File: config.mk
export PLATFORM = sky130hd
export DESIGN_NAME = vuvmu_memreq_arb
export DESIGN_NICKNAME = d
export VERILOG_FILES = /design/src/rtl/vuvmu_memreq_arb.sv
export SDC_FILE = /design/constraint.sdc
export NUM_CORES = 1
export LEC_CHECK = 0
export ABC_CLOCK_PERIOD_IN_PS = 2400
export CAP_MARGIN = 20
export CELL_PAD_IN_SITES_DETAIL_PLACEMENT = 2
export CELL_PAD_IN_SITES_GLOBAL_PLACEMENT = 2
export CORE_AREA = 2 2 280 282
export DETAILED_ROUTE_END_ITERATION = 10
export DIE_AREA = 0 0 282 284
export PLACE_DENSITY_LB_ADDON = 0.1
export REMOVE_ABC_BUFFERS = 1
export SLEW_MARGIN = 5
export SYNTH_ARGS = -nofsm -noshare
export SYNTH_HDL_FRONTEND = slang
export SYNTH_SLANG_ARGS = --single-unit
export TNS_END_PERCENT = 5
File: constraint.sdc
create_clock -name clk -period 2.4 [get_ports clk]
set_input_delay 0.36 -clock clk [delete_from_list [all_inputs] [get_ports clk]]
set_output_delay 0.36 -clock clk [all_outputs]
set_load 0.02 [all_outputs]
File: src/rtl/vuvmu_memreq_arb.sv
// vuvmu_memreq_arb
//   Arbitrates NLD load channels and one store port onto a single registered
//   dcache request port, and routes dcache load responses back to their
//   channel.
//
// Ports
//   clk, reset          clock; asynchronous active-low reset
//   prio_mode           0: store-first with anti-starvation, 1: round-robin ring
//   ld_val/ld_rdy       per-channel load handshake
//   ld_addr/ld_tag      per-channel load address / tag (slice i = channel i)
//   st_val/st_rdy       store handshake
//   st_addr/st_data/st_wmask  store payload
//   dcachereq_*         registered request to dcache (val/rdy handshake)
//   dcacheresp_*        dcache response (no backpressure)
//   resp_val/tag/data   load response, resp_val one-hot by channel
//   busy                output register valid or any requester pending
module vuvmu_memreq_arb #(
  parameter int NLD        = 2,
  parameter int STARVE_MAX = 4
) (
  input  logic                 clk,
  input  logic                 reset,
  input  logic                 prio_mode,
  input  logic [NLD-1:0]       ld_val,
  output logic [NLD-1:0]       ld_rdy,
  input  logic [NLD-1:0][27:0] ld_addr,
  input  logic [NLD-1:0][7:0]  ld_tag,
  input  logic                 st_val,
  output logic                 st_rdy,
  input  logic [27:0]          st_addr,
  input  logic [127:0]         st_data,
  input  logic [15:0]          st_wmask,
  output logic [27:0]          dcachereq_addr,
  output logic [11:0]          dcachereq_tag,
  output logic [127:0]         dcachereq_data,
  output logic [15:0]          dcachereq_wmask,
  output logic [3:0]           dcachereq_op,
  output logic                 dcachereq_val,
  input  logic                 dcachereq_rdy,
  input  logic                 dcacheresp_val,
  input  logic [11:0]          dcacheresp_tag,
  input  logic [127:0]         dcacheresp_data,
  output logic [NLD-1:0]       resp_val,
  output logic [7:0]           resp_tag,
  output logic [127:0]         resp_data,
  output logic                 busy
);

  typedef struct packed {
    logic [27:0]  addr;
    logic [11:0]  tag;
    logic [127:0] data;
    logic [15:0]  wmask;
    logic [3:0]   op;
  } req_t;

  req_t         req_q, req_d;
  logic         req_vld;
  logic [1:0]   ld_ptr, ld_ptr_d;      // mode 0: next load channel to try first
  logic [2:0]   ring_ptr, ring_ptr_d;  // mode 1: next ring slot to try first
  logic [3:0]   starve_cnt;
  logic         any_ld, can_grant, starved;
  logic         ld_hit, ring_hit;
  logic [1:0]   ld_pick;
  logic [2:0]   ring_pick;
  logic [NLD:0] ring_req;
  logic         gnt_st, gnt_ld;
  logic [1:0]   gnt_ch;
  logic         unused_tag_bit;

  assign unused_tag_bit = dcacheresp_tag[8];

  // Grant decision. Round-robin is done as two priority passes with constant
  // indices: first the slots at/after the pointer, then the wrapped slots.
  always_comb begin
    any_ld    = |ld_val;
    can_grant = reset & (~req_vld | dcachereq_rdy);
    starved   = (starve_cnt == 4'(STARVE_MAX)) & any_ld;

    ld_hit  = 1'b0;
    ld_pick = '0;
    for (int c = 0; c < NLD; c++)
      if (!ld_hit && ld_val[c] && (2'(c) >= ld_ptr)) begin
        ld_hit  = 1'b1;
        ld_pick = 2'(c);
      end
    for (int c = 0; c < NLD; c++)
      if (!ld_hit && ld_val[c]) begin
        ld_hit  = 1'b1;
        ld_pick = 2'(c);
      end

    // store port is the last ring slot (index NLD)
    ring_req  = {st_val, ld_val};
    ring_hit  = 1'b0;
    ring_pick = '0;
    for (int c = 0; c <= NLD; c++)
      if (!ring_hit && ring_req[c] && (3'(c) >= ring_ptr)) begin
        ring_hit  = 1'b1;
        ring_pick = 3'(c);
      end
    for (int c = 0; c <= NLD; c++)
      if (!ring_hit && ring_req[c]) begin
        ring_hit  = 1'b1;
        ring_pick = 3'(c);
      end

    gnt_st = 1'b0;
    gnt_ld = 1'b0;
    gnt_ch = ld_pick;
    if (can_grant) begin
      if (prio_mode) begin
        if (ring_hit) begin
          if (ring_pick == 3'(NLD)) gnt_st = 1'b1;
          else begin
            gnt_ld = 1'b1;
            gnt_ch = ring_pick[1:0];
          end
        end
      end else if (st_val && !starved) begin
        gnt_st = 1'b1;
      end else if (ld_hit) begin
        gnt_ld = 1'b1;
      end
    end

    ld_ptr_d   = (ld_pick == 2'(NLD-1)) ? 2'd0 : ld_pick + 2'd1;
    ring_ptr_d = (ring_pick == 3'(NLD)) ? 3'd0 : ring_pick + 3'd1;
  end

  // Request payload and handshakes
  always_comb begin
    req_d  = '0;
    st_rdy = gnt_st;
    ld_rdy = '0;
    if (gnt_st) begin
      req_d.addr  = st_addr;
      req_d.tag   = 12'h800;
      req_d.data  = st_data;
      req_d.wmask = st_wmask;
      req_d.op    = 4'b0001;
    end
    for (int c = 0; c < NLD; c++)
      if (gnt_ld && (gnt_ch == 2'(c))) begin
        ld_rdy[c]  = 1'b1;
        req_d.addr = ld_addr[c];
        req_d.tag  = {1'b0, gnt_ch, 1'b0, ld_tag[c]};
      end
  end

  always_ff @(posedge clk or negedge reset) begin
    if (!reset) begin
      req_vld    <= 1'b0;
      req_q      <= '0;
      ld_ptr     <= '0;
      ring_ptr   <= '0;
      starve_cnt <= '0;
    end else begin
      // a grant implies the register is empty or draining this cycle
      if (gnt_st | gnt_ld) begin
        req_vld <= 1'b1;
        req_q   <= req_d;
      end else if (dcachereq_rdy) begin
        req_vld <= 1'b0;
      end

      if (gnt_ld && !prio_mode)          ld_ptr   <= ld_ptr_d;
      if ((gnt_st | gnt_ld) && prio_mode) ring_ptr <= ring_ptr_d;

      if (!any_ld || gnt_ld)
        starve_cnt <= '0;
      else if (gnt_st && (starve_cnt != 4'(STARVE_MAX)))
        starve_cnt <= starve_cnt + 4'd1;
    end
  end

  assign dcachereq_val   = req_vld;
  assign dcachereq_addr  = req_q.addr;
  assign dcachereq_tag   = req_q.tag;
  assign dcachereq_data  = req_q.data;
  assign dcachereq_wmask = req_q.wmask;
  assign dcachereq_op    = req_q.op;

  assign busy = req_vld | (|ld_val) | st_val;

  // Response routing: store responses (tag[11]) and out-of-range channels
  // simply never match a lane.
  for (genvar c = 0; c < NLD; c++) begin : g_resp
    assign resp_val[c] = reset & dcacheresp_val & ~dcacheresp_tag[11] &
                         (dcacheresp_tag[10:9] == 2'(c));
  end
  assign resp_tag  = dcacheresp_tag[7:0];
  assign resp_data = dcacheresp_data;

endmodule

==> run metrics, run 1 <==
status complete, but fails checks; violated checks setup timing; clk_lat worst skew 500 ps; met2 usage 28.6%; most used routing layer met2; CTS Buf Count 17; Distinct cells, synth 42; floorplan row count 102; Clock Path Buffers 2; Worst Skew 17.5 ps; synth top area cells dfrtp_1 50%, buf_4 12%, nand3_1 7.9%; HP Class in2async; # setup viols final 1; DR iter-0 viols 494; Tot Pwr 11,400 µW; Finished Layout Cells 2,431; Seq cells post-synth 193; Starting Density 12.6%; Max-Cap Viols 0; Register-to-Register Path Depth 7; most numerous cell in the Yosys netlist dfrtp_1; M3 GR Usage 23.5%; cell count after synthesis 1,056; clock sink count 193; first-pass GRT wire length 108,000 µm; Via density 3.92; area of the multi-input gates 3340 µm²; post-route cell area 15,400 µm²; ys async rst share 100%; residual DRC count 0; grt ovf 0; CP Cell Sequence clkdlybuf4s50_1, or2_4, a21boi_1, buf_4, o22ai_4, nand2_4, inv_16, buf_12; crit end category output pin; Synth top area share 50.0%; maximum VDD drop 0.386 mV; Cells after DPL 2,384; Final Core Density 20.0%; Global Route met1 Usage 19.1%; final worst path period share 100%; register area share after synthesis 50.0%; Critical Path AT 2040 ps; kind of critical path in2out; fillers 8,754; Syn Area/Cell 9.15 µm²; DR WL/cell 34.5 µm; dpl ws -475 ps; ys flop type dfrtp_1; area leader, netlist dfrtp_1; CP Max Fanout 7; Reg area 4830 µm²; Yosys Warn Count 0; Rel. slew slack 42.5%; largest net degree at the start of global routing 118; Die Width 282 µm; Synth-to-Final Area Change 59.6%; CP required 2040 ps; Core Area 77,000 µm²; CP peak stage delay 550 ps; Worst-Margin Slew 862 ps; H-tree lvl count 4; share of cells above drive strength 1 9.09%; vias in the first global route 10,400; Port Buffers 445; RSZ-0062 raised after global routing yes; CTS tree done; EDFF count, synth 0; leak pwr 0.00633 µW; # IOs 723; final net count 1,767; Post-DP HPWL 65,800 µm; synthesized area 9660 µm²; slack of the critical path -0.326 ps; initial antenna violation count 13; total global-route track usage 20.4%; first-pass detailed-route iteration total 4; achievable frequency 0.417 GHz; Final Max Slew Viols 0; CTS root buf clkbuf_16; pwr/cell area 739 nW/µm²; vias 9,527; Die ar. 80,100 µm²; total wire length 83,800 µm; critical path launch point type input pin; final hold vios 0; placed instance area 14,600 µm²; slowest CP cell clkdlybuf4s50_1; Final ANT Viol Nets 0; Die Height 284 µm; Placer Congestion 0.777; Synth top cells by count 193 x dfrtp_1, 190 x nand2_1, 153 x nand3_1; Reg clk slew, reported paths 90 ps; Tmin final 2400 ps
-- critical path: cells and delay by family --
family / cells / cell delay, ps
AOI/OAI and AO/OA: 2 / 290
and+or+nand+nor: 2 / 480
buffers and inverters: 4 / 900
-- cells in the final DEF, fill, tap and decap left out, drive strengths merged, types with 2 or more instances in the layout --
cell type	count
diode	5
dfrtp	193
conb	4
nand2	190
and3	2
nand3	153
inv	40
mux2i	40
nand2b	4
clkinvlp	3
nor2	2
and2	4
buf	74
or3	2
nand3b	2
o21ai	148
clkbuf	20
dlygate4sd2	3
clkinv	4
o22ai	9
ha	2
nor2b	3
o221ai	29
clkdlybuf4s50	437
-- flip-flops by register name (all words and copies together), names as in the netlist --
name / count
dcachereq_data: 128
dcachereq_addr: 28
dcachereq_wmask: 16
dcachereq_tag: 11
starve_cnt: 4
ring_ptr: 3
dcachereq_op: 1
dcachereq_val: 1
ld_ptr: 1
-- area by class of cell --
| type | count | share of cell area [%] |
|---|---|---|
| Clock inverter | 14 | 0.787 |
| Clock buffer | 18 | 2.85 |
| Timing Repair Buffer | 517 | 34.0 |
| Sequential cell | 193 | 31.3 |
| Multi-Input combinational cell | 611 | 21.6 |
| Tap cell | 1040 | 8.44 |
| Inverter | 33 | 0.909 |
| Antenna cell | 5 | 0.0811 |
-- stage by stage --
stage | setup TNS (ps) | hold WS [ps]
2_1_floorplan | -1214430 | 64.4
3_3_place_gp | -68260 | 465
3_5_place_dp | -72790 | 482
4_1_cts | -95.0 | 28.7
5_1_grt | -254 | 40.0
6_report | -0.326 | 49.9
-- power by group --
part	leakage (µW)	internal [µW]	switching, µW
combinational	0.00355	1920	2260
sequential	0.00251	3830	363
clock	0.000271	1390	1630
-- path summary, 6_finish.rpt --
| kind | to | from | slack, ps |
|---|---|---|---|
| max reg2reg | dcachereq_addr[11]$_DFFE_PN0P_ | ring_ptr[0]$_DFFE_PN0P_ | 160 |
| max | st_rdy | ld_val[0] | -0.3 |
| min in group clk | ld_ptr[0]$_DFFE_PN0P_ | prio_mode | 390 |
| min | dcachereq_tag[6]$_DFFE_PN0P_ | reset | 50 |
| max in group asynchronous | dcachereq_data[59]$_DFFE_PN0P_ | reset | 1130 |
| min reg2reg | dcachereq_addr[7]$_DFFE_PN0P_ | dcachereq_addr[7]$_DFFE_PN0P_ | 500 |
-- per-layer routing --
layer / vias to the layer above / wire length [µm]
li1: 4075 / -
met1: 4597 / 28300
met2: 762 / 33700
met3: 67 / 19800
met4: 26 / 918
met5: - / 1050
-- cell families (layout without fill, tap and decap cells) --
family | Yosys count | after routing | synth area share [%]
other cells | 1 | 9 | 0.0388
buf+inv | 255 | 582 | 16.6
compound gates | 196 | 196 | 11.9
simple gates | 368 | 368 | 17.0
flops | 193 | 193 | 50.0
fa+ha+maj | 2 | 2 | 0.259
mux | 40 | 40 | 4.14
xor+xnor | 1 | 1 | 0.0907
-- what timing repair did --
| item | 4_1_cts | 5_1_grt |
|---|---|---|
| buffers inserted | 7 | 1 |
| pin swaps | 7 | 5 |
| gates resized for setup | 24 | 16 |
| cloned | 0 | 2 |
| setup endpoints to repair | 4 | 86 |
| hold buffers | 0 | 0 |
Note: power is estimated with default switching activity, not from simulation.
==> run 2: changes to the inputs <==
- ABC_AREA: not set -> 1
==> run 2 against run 1 <==
Net effect:
- the flow still finishes with violations (setup timing)
- clock skew rose by 2.5 ps
- global-route usage is 1.8 points lower
- first-iteration DRC count fell by 8.9%
- setup slack got worse by 99 ps
- die area is the same
- largest power group is now combinational cells
- non-clock buffer count grew 5
- via count down 1.1%
- largest cell class unchanged
- routed wire length decreased by 9.9%
- flip-flop and latch count unchanged
==> run metrics, run 2 <==
ys flop type dfrtp_1; Register-to-Register Path Depth 14; placed instance area 14,300 µm²; Tmin final 2500 ps; Worst Skew 20.1 ps; CTS root buf clkbuf_16; Synth-to-Final Area Change 65.9%; maximum VDD drop 0.374 mV; Worst-Margin Slew 781 ps; CP required 2040 ps; Synth top cells by count 510 x nand2_1, 193 x dfrtp_1, 143 x buf_4; Die Height 284 µm; CTS Buf Count 17; floorplan row count 102; Synth top area share 53.0%; slack of the critical path -99.1 ps; Placer Congestion 0.747; Core Area 77,000 µm²; H-tree lvl count 4; status complete, but fails checks; kind of critical path reg2out; final hold vios 0; Worst setup startpoint starve_cnt[0]$_DFFE_PN0P_; clk_lat worst skew 500 ps; # IOs 723; pwr/cell area 930 nW/µm²; Final ANT Viol Nets 0; leak pwr 0.00673 µW; HP Class in2async; area leader, netlist dfrtp_1; vias 9,420; Reg2Reg Capture Point dcachereq_tag[9]$_DFFE_PN0P_; final net count 1,826; register area share after synthesis 53.0%; final worst path period share 104%; Via density 3.78; EDFF count, synth 0; fillers 8,824; commonest non-fill, non-tap cell in the layout nand2_1; Port Buffers 445; DR iter-0 viols 450; total global-route track usage 18.6%; cts hold-fix bufs 0; initial antenna violation count 10; largest net degree at the start of global routing 107; CTS tree done; Critical Path AT 2140 ps; cell count after synthesis 1,084; share of cells above drive strength 1 9.49%; first-pass detailed-route iteration total 4; worst r2r src starve_cnt[0]$_DFFE_PN0P_; Syn Area/Cell 8.40 µm²; DR WL/cell 30.3 µm; Clock Path Buffers 2; # setup viols final 2; CP Max Fanout 3; ys async rst share 100%; vias in the first global route 10,100; most numerous cell in the Yosys netlist nand2_1; slowest CP cell dfrtp_1; CP Cell Sequence inv_2, ha_4, nand2_4, nor2_4, nand2_2, nand2_2, nand3_2, a21oi_4, inv_4, a21oi_4, buf_6; Max-Cap Viols 0; dpl ws -725 ps; synth top area cells dfrtp_1 53%, nand2_1 21%, buf_4 12%; max FFs per register 128; first-pass GRT wire length 99,100 µm; residual DRC count 0; Post-DP HPWL 58,500 µm; Final Max Slew Viols 0; most frequent cells in the layout 504 x nand2_1, 441 x clkdlybuf4s50_1, 193 x dfrtp_1, 72 x nand3_1, 57 x nand4_1; Starting Density 11.8%; Seq cells post-synth 193; Reg clk slew, reported paths 90 ps; post-route cell area 15,100 µm²; Yosys Warn Count 0; critical path launch point type register; RSZ-0062 raised after global routing yes; crit end category output pin; R2R Setup Slk 180 ps; Rel. slew slack 47.9%; synthesized area 9100 µm²; grt ovf 0; clock sink count 193; Worst Setup EP ld_rdy[1]; achievable frequency 0.400 GHz; total wire length 75,600 µm; Die Width 282 µm; Die ar. 80,100 µm²; violated checks setup timing; CP peak stage delay 400 ps; Distinct cells, synth 27
-- run 2: changes by cell type after synthesis, sizes merged, moves of 11 or more --
cell,delta
nand2,+321
o21ai,-141
nand3,-77
nand4,+56
mux2i,-40
o221ai,-29
inv,-19
clkbuf,-14
buf,-12
nor2,+11
-- run 2: final cells by class --
class	count	area, µm²	share of cell area, %
antenna	6	15.0	0.0994
clock buffer	18	439	2.91
clock inverter	13	140	0.928
inverter	14	65.1	0.431
multi-input combinational	684	2980	19.7
sequential	193	4830	32.0
tap	1040	1300	8.61
timing repair buffer	522	5340	35.3
-- run 2: critical path: cells and delay by family, from the launching register on --
kind	cells	cell delay, ps
AOI/OAI and AO/OA	2	410
DFF	1	400
and+or+nand+nor	5	380
buffers and inverters	3	320
adders and majority gates	1	150
-- run 2: how the worst min path moves through the flow --
stage | from | endpoint | slack (ps) | depth (start not counted)
floorplan | reset | dcachereq_addr[0]$_DFFE_PN0P_ | 60 | 0
global placement | dcachereq_data[125]$_DFFE_PN0P_ | dcachereq_data[125]$_DFFE_PN0P_ | 450 | 2
detailed placement | dcachereq_data[65]$_DFFE_PN0P_ | dcachereq_data[65]$_DFFE_PN0P_ | 460 | 2
CTS | reset | dcachereq_data[110]$_DFFE_PN0P_ | 200 | 3
global route | reset | dcachereq_data[18]$_DFFE_PN0P_ | 140 | 3
finish | reset | dcachereq_data[18]$_DFFE_PN0P_ | 120 | 3
-- run 2: power breakdown --
| group | leakage, µW | internal [µW] | switching [µW] |
|---|---|---|---|
| combinational | 0.00397 | 2840 | 3270 |
| sequential | 0.00247 | 4200 | 618 |
| clock | 0.000282 | 1420 | 1700 |
-- run 2: metrics by stage --
| step | hold slack [ps] | TNS (ps) | std cells | util (%) | total power (µW) |
|---|---|---|---|---|---|
| finish | 116 | -161 | 2490 | 19.6 | 14000 |
| global route | 138 | -611 | 2484 | 19.6 | 15000 |
| CTS | 197 | -1010 | 2480 | 19.5 | 14400 |
| detailed placement | 461 | -45470 | 2444 | 18.5 | 10900 |
| global placement | 452 | -30810 | 2444 | 18.5 | 10900 |
| floorplan | 64.4 | -354990 | 891 | - | 7180 |
-- run 2: metal layers --
metal  global-route usage, %  up-vias  part of all wire (%)
li1                        -     3993                     -
met5                    13.0        -                   2.0
met2                    24.9      735                    39
met4                    3.23       34                  0.95
met1                    19.0     4600                    36
met3                    20.0       58                    22
-- run 2: repair_timing --
action,4_1_cts,5_1_grt
buffers inserted,4,3
pin swaps,7,6
gates cloned,1,1
setup endpoints to repair,28,133
resized for setup,33,14
-- run 2: cells by family (layout without fill, tap and decap cells) --
logic type      count (synthesis)  count (layout)  share of synthesized area (%)
other cells                     1              10                         0.0412
buf+inv                       210             567                           15.4
fa+ha+maj                       2               2                          0.275
flops                         193             193                           53.0
simple gates                  662             662                           30.2
compound gates                 14              14                          0.893
xor+xnor                        2               2                          0.192
